===== src/rtl/capture_timer_ctrl.sv =====
// Per-channel start-to-capture interval timers with a round-robin result scheduler.
// Define CAPTURE_TIMER_OVF_EN to build saturating counters with a per-channel overflow flag.
module capture_timer_ctrl #(
  parameter int unsigned NB_CAPTURES = 10,
  parameter int unsigned CNT_W       = 16,
  localparam int unsigned CH_W       = (NB_CAPTURES > 1) ? $clog2(NB_CAPTURES) : 1
) (
  input  logic                   clk_i,
  input  logic                   rst_i,
  input  logic                   clr_i,
  input  logic [NB_CAPTURES-1:0] start_rise_i,
  input  logic [NB_CAPTURES-1:0] capture_rise_i,
  input  logic [NB_CAPTURES-1:0] rst_capture_rise_i,
  output logic                   res_valid_o,
  input  logic                   res_ready_i,
  output logic [CH_W-1:0]        res_ch_o,
  output logic [CNT_W-1:0]       res_cnt_o,
  output logic                   res_ovf_o,
  output logic [NB_CAPTURES-1:0] busy_o,
  output logic [NB_CAPTURES-1:0] pending_o,
  output logic                   miss_o
);

  localparam logic [1:0] StIdle = 2'd0;
  localparam logic [1:0] StRun  = 2'd1;
  localparam logic [1:0] StHold = 2'd2;

  localparam int unsigned    ArbW   = CH_W + 1;
  localparam logic [ArbW-1:0] NbW   = ArbW'(NB_CAPTURES);
  localparam logic [CH_W-1:0] LastCh = CH_W'(NB_CAPTURES - 1);
  localparam logic [CNT_W-1:0] CntOne = CNT_W'(1);

  logic [1:0]       state_q [NB_CAPTURES];
  logic [1:0]       state_d [NB_CAPTURES];
  logic [CNT_W-1:0] cnt_q   [NB_CAPTURES];
  logic [CNT_W-1:0] cnt_d   [NB_CAPTURES];

  logic [NB_CAPTURES-1:0] run_vec;
  logic [NB_CAPTURES-1:0] hold_vec;
  logic [NB_CAPTURES-1:0] req;

  logic [CH_W-1:0] rr_q, rr_d;
  logic [CH_W-1:0] gnt_idx;
  logic [ArbW-1:0] arb_idx;
  logic            gnt_valid;
  logic            load;

  logic             res_valid_q, res_valid_d;
  logic [CH_W-1:0]  res_ch_q, res_ch_d;
  logic [CNT_W-1:0] res_cnt_q, res_cnt_d;
  logic             miss_q, miss_d;

`ifdef CAPTURE_TIMER_OVF_EN
  localparam logic [CNT_W-1:0] CntMax = {CNT_W{1'b1}};
  logic [NB_CAPTURES-1:0] ovf_q, ovf_d;
  logic                   res_ovf_q, res_ovf_d;
`endif

  always_comb begin
    for (int c = 0; c < NB_CAPTURES; c++) begin
      run_vec[c]  = (state_q[c] == StRun);
      hold_vec[c] = (state_q[c] == StHold);
    end
  end

  // An abort in the grant cycle removes the channel from arbitration, so another wins.
  assign req  = hold_vec & ~rst_capture_rise_i;
  assign load = gnt_valid && (!res_valid_q || res_ready_i);

  always_comb begin
    gnt_valid = 1'b0;
    gnt_idx   = '0;
    arb_idx   = '0;
    for (int unsigned i = 0; i < NB_CAPTURES; i++) begin
      arb_idx = {1'b0, rr_q} + ArbW'(i);
      if (arb_idx >= NbW) begin
        arb_idx = arb_idx - NbW;
      end
      if (!gnt_valid && req[arb_idx[CH_W-1:0]]) begin
        gnt_valid = 1'b1;
        gnt_idx   = arb_idx[CH_W-1:0];
      end
    end
  end

  always_comb begin
    rr_d = rr_q;
    if (load) begin
      rr_d = (gnt_idx == LastCh) ? '0 : gnt_idx + CH_W'(1);
    end
  end

  // Channel FSMs: abort beats capture beats start. A held channel's counter is frozen
  // and doubles as its pending result.
  always_comb begin
`ifdef CAPTURE_TIMER_OVF_EN
    ovf_d = ovf_q;
`endif
    for (int c = 0; c < NB_CAPTURES; c++) begin
      state_d[c] = state_q[c];
      cnt_d[c]   = cnt_q[c];
      if (rst_capture_rise_i[c]) begin
        state_d[c] = StIdle;
        cnt_d[c]   = '0;
`ifdef CAPTURE_TIMER_OVF_EN
        ovf_d[c]   = 1'b0;
`endif
      end else begin
        case (state_q[c])
          StIdle: begin
            if (start_rise_i[c]) begin
              state_d[c] = StRun;
              cnt_d[c]   = CntOne;
`ifdef CAPTURE_TIMER_OVF_EN
              ovf_d[c]   = 1'b0;
`endif
            end
          end
          StRun: begin
            if (capture_rise_i[c]) begin
              state_d[c] = StHold;
            end else if (start_rise_i[c]) begin
              cnt_d[c] = CntOne;
`ifdef CAPTURE_TIMER_OVF_EN
              ovf_d[c] = 1'b0;
`endif
            end else begin
`ifdef CAPTURE_TIMER_OVF_EN
              if (cnt_q[c] == CntMax) begin
                ovf_d[c] = 1'b1;
              end else begin
                cnt_d[c] = cnt_q[c] + CntOne;
              end
`else
              cnt_d[c] = cnt_q[c] + CntOne;
`endif
            end
          end
          StHold: begin
            if (load && (gnt_idx == CH_W'(c))) begin
              state_d[c] = StIdle;
              cnt_d[c]   = '0;
            end
          end
          default: begin
            state_d[c] = StIdle;
            cnt_d[c]   = '0;
          end
        endcase
      end
    end
  end

  always_comb begin
    res_valid_d = res_valid_q;
    res_ch_d    = res_ch_q;
    res_cnt_d   = res_cnt_q;
`ifdef CAPTURE_TIMER_OVF_EN
    res_ovf_d   = res_ovf_q;
`endif
    if (load) begin
      res_valid_d = 1'b1;
      res_ch_d    = gnt_idx;
      res_cnt_d   = cnt_q[gnt_idx];
`ifdef CAPTURE_TIMER_OVF_EN
      res_ovf_d   = ovf_q[gnt_idx];
`endif
    end else if (res_ready_i) begin
      res_valid_d = 1'b0;
    end
  end

  assign miss_d = |(hold_vec & capture_rise_i & ~rst_capture_rise_i);

  always_ff @(posedge clk_i or posedge rst_i) begin
    if (rst_i) begin
      for (int c = 0; c < NB_CAPTURES; c++) begin
        state_q[c] <= StIdle;
        cnt_q[c]   <= '0;
      end
      rr_q        <= '0;
      res_valid_q <= 1'b0;
      res_ch_q    <= '0;
      res_cnt_q   <= '0;
      miss_q      <= 1'b0;
    end else if (clr_i) begin
      for (int c = 0; c < NB_CAPTURES; c++) begin
        state_q[c] <= StIdle;
        cnt_q[c]   <= '0;
      end
      rr_q        <= '0;
      res_valid_q <= 1'b0;
      res_ch_q    <= '0;
      res_cnt_q   <= '0;
      miss_q      <= 1'b0;
    end else begin
      for (int c = 0; c < NB_CAPTURES; c++) begin
        state_q[c] <= state_d[c];
        cnt_q[c]   <= cnt_d[c];
      end
      rr_q        <= rr_d;
      res_valid_q <= res_valid_d;
      res_ch_q    <= res_ch_d;
      res_cnt_q   <= res_cnt_d;
      miss_q      <= miss_d;
    end
  end

`ifdef CAPTURE_TIMER_OVF_EN
  always_ff @(posedge clk_i or posedge rst_i) begin
    if (rst_i) begin
      ovf_q     <= '0;
      res_ovf_q <= 1'b0;
    end else if (clr_i) begin
      ovf_q     <= '0;
      res_ovf_q <= 1'b0;
    end else begin
      ovf_q     <= ovf_d;
      res_ovf_q <= res_ovf_d;
    end
  end

  assign res_ovf_o = res_ovf_q;
`else
  assign res_ovf_o = 1'b0;
`endif

  assign res_valid_o = res_valid_q;
  assign res_ch_o    = res_ch_q;
  assign res_cnt_o   = res_cnt_q;
  assign busy_o      = run_vec;
  assign pending_o   = hold_vec;
  assign miss_o      = miss_q;

endmodule


===== config.mk =====
export PLATFORM = sky130hd
export DESIGN_NAME = capture_timer_ctrl
export DESIGN_NICKNAME = d
export VERILOG_FILES = /design/src/rtl/capture_timer_ctrl.sv
export SDC_FILE = /design/constraint.sdc
export NUM_CORES = 1
export LEC_CHECK = 0
export ABC_AREA = 0
export CAP_MARGIN = 20
export CORE_UTILIZATION = 45
export CTS_CLUSTER_DIAMETER = 50
export CTS_CLUSTER_SIZE = 16
export DETAILED_ROUTE_END_ITERATION = 6
export PLACE_DENSITY = 0.6
export SETUP_SLACK_MARGIN = 0.4
export SYNTH_ARGS = -nofsm -noshare
export SYNTH_HDL_FRONTEND = slang
export SYNTH_SLANG_ARGS = --single-unit

===== constraint.sdc =====
create_clock -name clk_i -period 8.35 [get_ports clk_i]
set_input_delay 1.67 -clock clk_i [delete_from_list [all_inputs] [get_ports clk_i]]
set_output_delay 1.67 -clock clk_i [all_outputs]
set_load 0.02 [all_outputs]

Word level (Yosys, flattened, before mapping):

Cells that the tools add are included.

* add/subtract/negate cells: 30
* multipliers: 0
* divide/modulo/power cells: 0
* order comparisons: 21
* equal/unequal tests: 69
* shift operators: 0
* mux-type cells: 176
* bitwise operators: 5
* reduce and logical (&&, ||, !) cells: 65

Operators with widths (count)
* $mux W16: 54
* $pmux W16 S3: 10
* $add A16 B1 Y16 const B: 10
* $mux W160: 1
* $ne A4 B4 Y1 const B: 30
* $mux W4: 25
* $mux W2: 40
* $bmux W16 S4: 1
* $pmux W2 S3: 10
* $reduce_and A3 Y1: 20
* $lt A4 B5 Y1 const B: 10
* $ge A5 B4 Y1 const B: 9
* $bmux W1 S4: 10
* $ne A4 B3 Y1 const B: 10
* $sub A4 B4 Y4 const B: 10
* $and A10 B10 Y10: 3
* $mux W1: 24
* $add A4 B3 Y5 const B: 4
* $eq A2 B1 Y1 const B: 10
* $eq A2 B2 Y1 const B: 10
* $logic_and A1 B1 Y1: 20
* $logic_not A2 Y1: 10
* $mux W20: 1
* $eq A4 B3 Y1 const B: 4
* 17 further kinds: 30

* flip-flop bits (word level): 206
* latch bits: 0
* RAM bits: 0
* memory bits (read-only): 0
* input bits: 34
* output and inout port bits: 43
* word-level logic and storage cells: 391
* memories kept: 0

Logic depth before layout (Yosys ltp):

* depth after elaboration: 38
* gate-level depth with buffers: 24
* gate-level depth less buffers: 17

Worst setup path before layout:

No wires, ideal clock.

* path kind: input port to flip-flop
* from: in rst_capture_rise_i[0]
* to: reg cnt_q[131] in the netlist's numbering
* setup time: 0.095 ns
* arrival: 5.203 ns
* required time: 8.255 ns
* setup slack: 3.052 ns
* cell stages on the path: 15
* buffers on the path: 2
* path through: or3b_2 > nor2_1 > nor2_1 > a211oi_1 > o41ai_2 > or3_1 > or3_1 > a32oi_2 > and2_1 > buf_6 > nand2_2 > o31a_1 > or2_1 > buf_2 > o31ai_1

* cells in the longest elaborated chain, start to end: 36
* elaborated cells between the ends (all ways): 65
* those cells by class: eq/ne (2); mux (40); bitwise (2); reduce/logical (21)

Ends and longest elaborated chain
* from (decl): RTL line 13 `input logic [NB_CAPTURES-1:0] rst_capture_rise_i,`
* $not A10 Y10 (*): RTL line 67 `assign req = hold_vec & ~rst_capture_rise_i;`
* $and A10 B10 Y10 (*): RTL line 67
* $bmux W1 S4: RTL line 79 `if (!gnt_valid && req[arb_idx[CH_W-1:0]]) begin`
* $mux W1 (implied by the code): RTL line 79
* $mux W1: RTL line 79
* $logic_not A1 Y1: RTL line 79
* $logic_and A1 B1 Y1: RTL line 79
* $mux W1: RTL line 79
* [... 20 more ...]
* $mux W1: RTL line 79
* $logic_not A1 Y1: RTL line 79
* $logic_and A1 B1 Y1: RTL line 79
* $mux W4 or $mux W1 (tied branches): RTL line 79
* $eq A4 B1 Y1 or $logic_and A1 B1 Y1 (tied branches): RTL line 140, 68
* $logic_and A1 B1 Y1 (*): RTL line 140 `if (load && (gnt_idx == CH_W'(c))) begin`
* $ne A4 B3 Y1 (no line) (*)
* $reduce_and A3 Y1 (no line) (*)
* to (signal, indexed assignment): RTL line 199 `cnt_q[c] <= cnt_d[c];`
* to (decl): RTL line 35 `logic [CNT_W-1:0] cnt_q [NB_CAPTURES];`

Mark *: on every way between the ends. The rest lies on a longest branch, timed or not. The select of a mux whose other input is x is not followed.
A chain may end at the register's enable or synchronous reset.

Final worst setup path:

* from: reg rr_q[2]
* to: reg cnt_q[140] in the netlist's numbering

* cells in the longest elaborated chain, start to end: 36
* elaborated cells between the ends (all ways): 102
* those cells by class: add/sub (19); order compare (10); eq/ne (2); mux (50); reduce/logical (21)

Ends and longest elaborated chain
* from (decl): RTL line 42 `logic [CH_W-1:0] rr_q, rr_d;`
* from (signal assigned): RTL line 201 `rr_q <= rr_d;`
* branches (longest 33 deep; another with $add A4 B1 Y5)
* $logic_and A1 B1 Y1 (*): RTL line 140
* $ne A4 B3 Y1 (no line) (*)
* $reduce_and A3 Y1 (no line) (*)

Every way passes the cells marked *. The select of a mux whose other input is x is not followed.

==> impl_metrics.csv <==
group,metric,value,unit
placed_design,place.gp.congestion,0.931,
worst_setup_path,worst_ep_required_time,8.85,ns
flow_run,drv_cap,0,
routing,drtIter0Drc,1466,
synth,yosys_warnings,0,
routing,first_pass_iters,6,
worst_setup_path,cp_max_fo,20,
routing,postRouteAntennaNets,0,
floorplanning,fp.dieArea,34900,um2
synth,synthCells,1863,
synth,synth_seq_area_share,0.336,
timing,worst_hold_slack,0.494,ns
power_and_ir_drop,power_frac_comb,0.679,
timing,hold_viol_final,0,
routing,viasPerCell,6.32,
outcome,outcome,"complete, no violations",
cts,path_clk_slew,0.07,ns
power_and_ir_drop,switching_share,0.530,
routing,wirelength,53.0,mm
worst_setup_path,worstSetupPathType,"flip-flop to flip-flop",
placed_design,port_buffers,75,
power_and_ir_drop,seq_power_share,0.142,
synth,synth-seq-cells,206,
timing,worstMarginPinSlew,1.02,ns
worst_setup_path,start_kind,"flip-flop",
synth,synth_nets,1930,
grt,grt_antenna_before_repair,0,
hold_path,min_path_cells,1,
floorplanning,die_y,187,um
cts,clock_path_buffers,3,
grt,track_usage,0.301,
timing,skew,0.0663,ns
timing,fin_setup_tns,0,ns
power_and_ir_drop,internal-power,3.68,mW
floorplanning,die_x,187,um
cells_and_area,final_cell_area,17600,um2
worst_setup_path,crit_path_end_kind,"flip-flop",
cts,clk_latency,0.61,ns
synth,synth_edf_count,0,
timing,maxSlewHeadroom,0.319,
grt,grt_pass1_vias,14400,
cts,tritoncts,"done",
floorplanning,start_util,0.458,
cells_and_area,final_cell_mix,"o21ai_0, dfrtp_1, nand2_1, nor2_1, mux2i_1",
cells_and_area,layout_commonest_cell,"o21ai_0",
synth,synthesis.area,15400,um2
cts,postCtsSetupBuffers,0,
power_and_ir_drop,power_density,444,nW/um2
routing,num_vias,15100,
cells_and_area,area_growth,14.8,%
power_and_ir_drop,ir_worst_vdd,0.762,mV
routing,drc_errors,0,
floorplanning,ioPinCount,77,
synth,syn_area_per_cell,8.24,um2
timing,finalCritPeriodShare,0.830,
worst_setup_path,critical_path_arrival,7.43,ns
grt,grt-ovfl-total,0,
grt,grt_pass1_wl,83.7,mm
synth,async_reset_ff_frac,1.00,
cts,cts_buffers,30,
floorplanning,rows,67,
cells_and_area,fin_nets,1977,
cts,htreeDepth,1,
cells_and_area,final_cells,2382,
cts,cts_sinks,206,
synth,ys_types,108,
placed_design,dp_hpwl,39.4,mm
power_and_ir_drop,leakage,7.40,nW
power_and_ir_drop,p_switching,4.15,mW
timing,fmax,0.144,GHz
timing,layout_min_cycle_time,6.93,ns
cells_and_area,diodes,0,
synth,synth_ff_type,"dfrtp_1",
timing,maxSlewViolCount,0,
routing,wl_per_cell,22.2,um
grt,grt_max_degree,137,
placed_design,place_area,16500,um2
timing,setup_viol,0,
timing,rsz0062_at_grt,"no",
floorplanning,core_region_area,33500,um2
hold_path,hp-class,"flip-flop to flip-flop",
cts,cts_resized,0,
cells_and_area,drive_gt1_frac,0.0807,
cts,clock-root-buffer,"clkbuf_16",
power_and_ir_drop,clockPowerShare,0.179,
placed_design,dp.cells,2326,
worst_setup_path,reg2reg_depth,16,
cts,cts_hold_buffers,0,
worst paths after layout:
kind	startpoint	to	slack (ns)
setup / recovery	rr_q[2]	cnt_q[140]	1.42
hold / removal	cnt_q[127]	cnt_q[127]	0.49
setup reg to reg	rr_q[2]	cnt_q[140]	1.42
hold reg to reg	cnt_q[127]	cnt_q[127]	0.49
max in group asynchronous	rst_i	cnt_q[21]	5.03
min in group asynchronous	rst_i	cnt_q[115]	1.68
through the flow:
stage	total power, mW	util	setup WS [ns]
after floorplan	4.97	-	1.06
after global placement	6.30	0.493	1.32
after detailed placement	6.33	0.493	1.21
after CTS	7.75	0.526	1.57
after global routing	8.22	0.526	1.12
final	7.83	0.526	1.42
cell type report:
class                           count  area [um2]
Clock buffer                       30         751
Clock inverter                     26         350
Fill cell                        3262       15900
Inverter                           35         139
Multi-Input combinational cell   1532        9700
Sequential cell                   206        5150
Tap cell                          448         561
Timing Repair Buffer              105         971
Yosys cell counts, types with 10 or more instances:
| library cell | number | share of area |
|---|---|---|
| o31ai_1 | 34 | 0.017 |
| or3_1 | 20 | 0.0081 |
| nor3b_1 | 14 | 0.0068 |
| a31oi_1 | 18 | 0.0073 |
| nor3_1 | 56 | 0.018 |
| dfrtp_1 | 206 | 0.34 |
| nand3b_1 | 10 | 0.0049 |
| clkbuf_1 | 62 | 0.015 |
| nand2b_1 | 68 | 0.028 |
| nand3_1 | 71 | 0.023 |
| a21o_1 | 12 | 0.0059 |
| ha_1 | 32 | 0.026 |
| xnor2_1 | 26 | 0.015 |
| o22ai_1 | 30 | 0.012 |
| a21oi_1 | 71 | 0.023 |
| nor2b_1 | 38 | 0.015 |
| and2_1 | 23 | 0.0094 |
| nand2_1 | 173 | 0.042 |
| nor2_1 | 149 | 0.036 |
| nand4_1 | 29 | 0.012 |
| inv_1 | 31 | 0.0076 |
| mux2i_1 | 86 | 0.056 |
| o211ai_1 | 17 | 0.0083 |
| buf_2 | 18 | 0.0059 |
| and3_1 | 74 | 0.030 |
| a211oi_1 | 21 | 0.010 |
| o21ai_1 | 15 | 0.0049 |
| o21ai_0 | 220 | 0.072 |
| xor2_1 | 15 | 0.0086 |
flip-flops by register name, indices dropped and copies added, names as in the netlist:
signal,cells
res_ch_o,4
state_q,20
cnt_q,160
res_cnt_o,16
rr_q,4
res_valid_o,1
miss_o,1
power by group through the flow:
| stage | sequential (mW) | combinational, mW | clock, mW |
|---|---|---|---|
| 2_1_floorplan | 1.14 | 3.83 | 0 |
| 3_3_place_gp | 1.13 | 5.17 | 0 |
| 3_5_place_dp | 1.13 | 5.21 | 0 |
| 4_1_cts | 1.11 | 5.23 | 1.41 |
| 5_1_grt | 1.12 | 5.65 | 1.46 |
| 6_report | 1.11 | 5.32 | 1.40 |
critical path, cell delays in order (launching register included):
cell and delay [ns]:
dfrtp_1 0.88, inv_1 0.31, ha_1 0.29, ha_1 0.47, nand4bb_1 0.19, o31a_1 0.35
a211oi_1 0.30, a211oi_1 0.12, o41ai_2 0.66, inv_1 0.16, or4_1 0.69, o2111ai_1 0.34
and2_2 0.52, nand2_2 0.14, o31a_1 0.53, or2_1 0.51, o41ai_1 0.40
kinds of logic after synthesis:
family / count (synthesis) / share of synthesized area
AND/OR/NAND/NOR: 796 / 0.274
multiplexers: 93 / 0.0627
buffers and inverters: 125 / 0.0340
flip-flops: 206 / 0.336
XOR/XNOR: 43 / 0.0255
adder cells (fa/ha/maj): 33 / 0.0274
other: 1 / 0.000244
AO/OA/AOI/OAI: 566 / 0.240
routing by layer:
metal / vias to the layer above / part of all wire / GRT usage
met5: - / 0 / 0
met2: 499 / 0.46 / 0.490
li1: 7033 / - / -
met1: 7405 / 0.44 / 0.417
met4: 0 / 0.042 / 0.117
met3: 114 / 0.054 / 0.0260
Note: power is estimated with default switching activity, not from simulation.
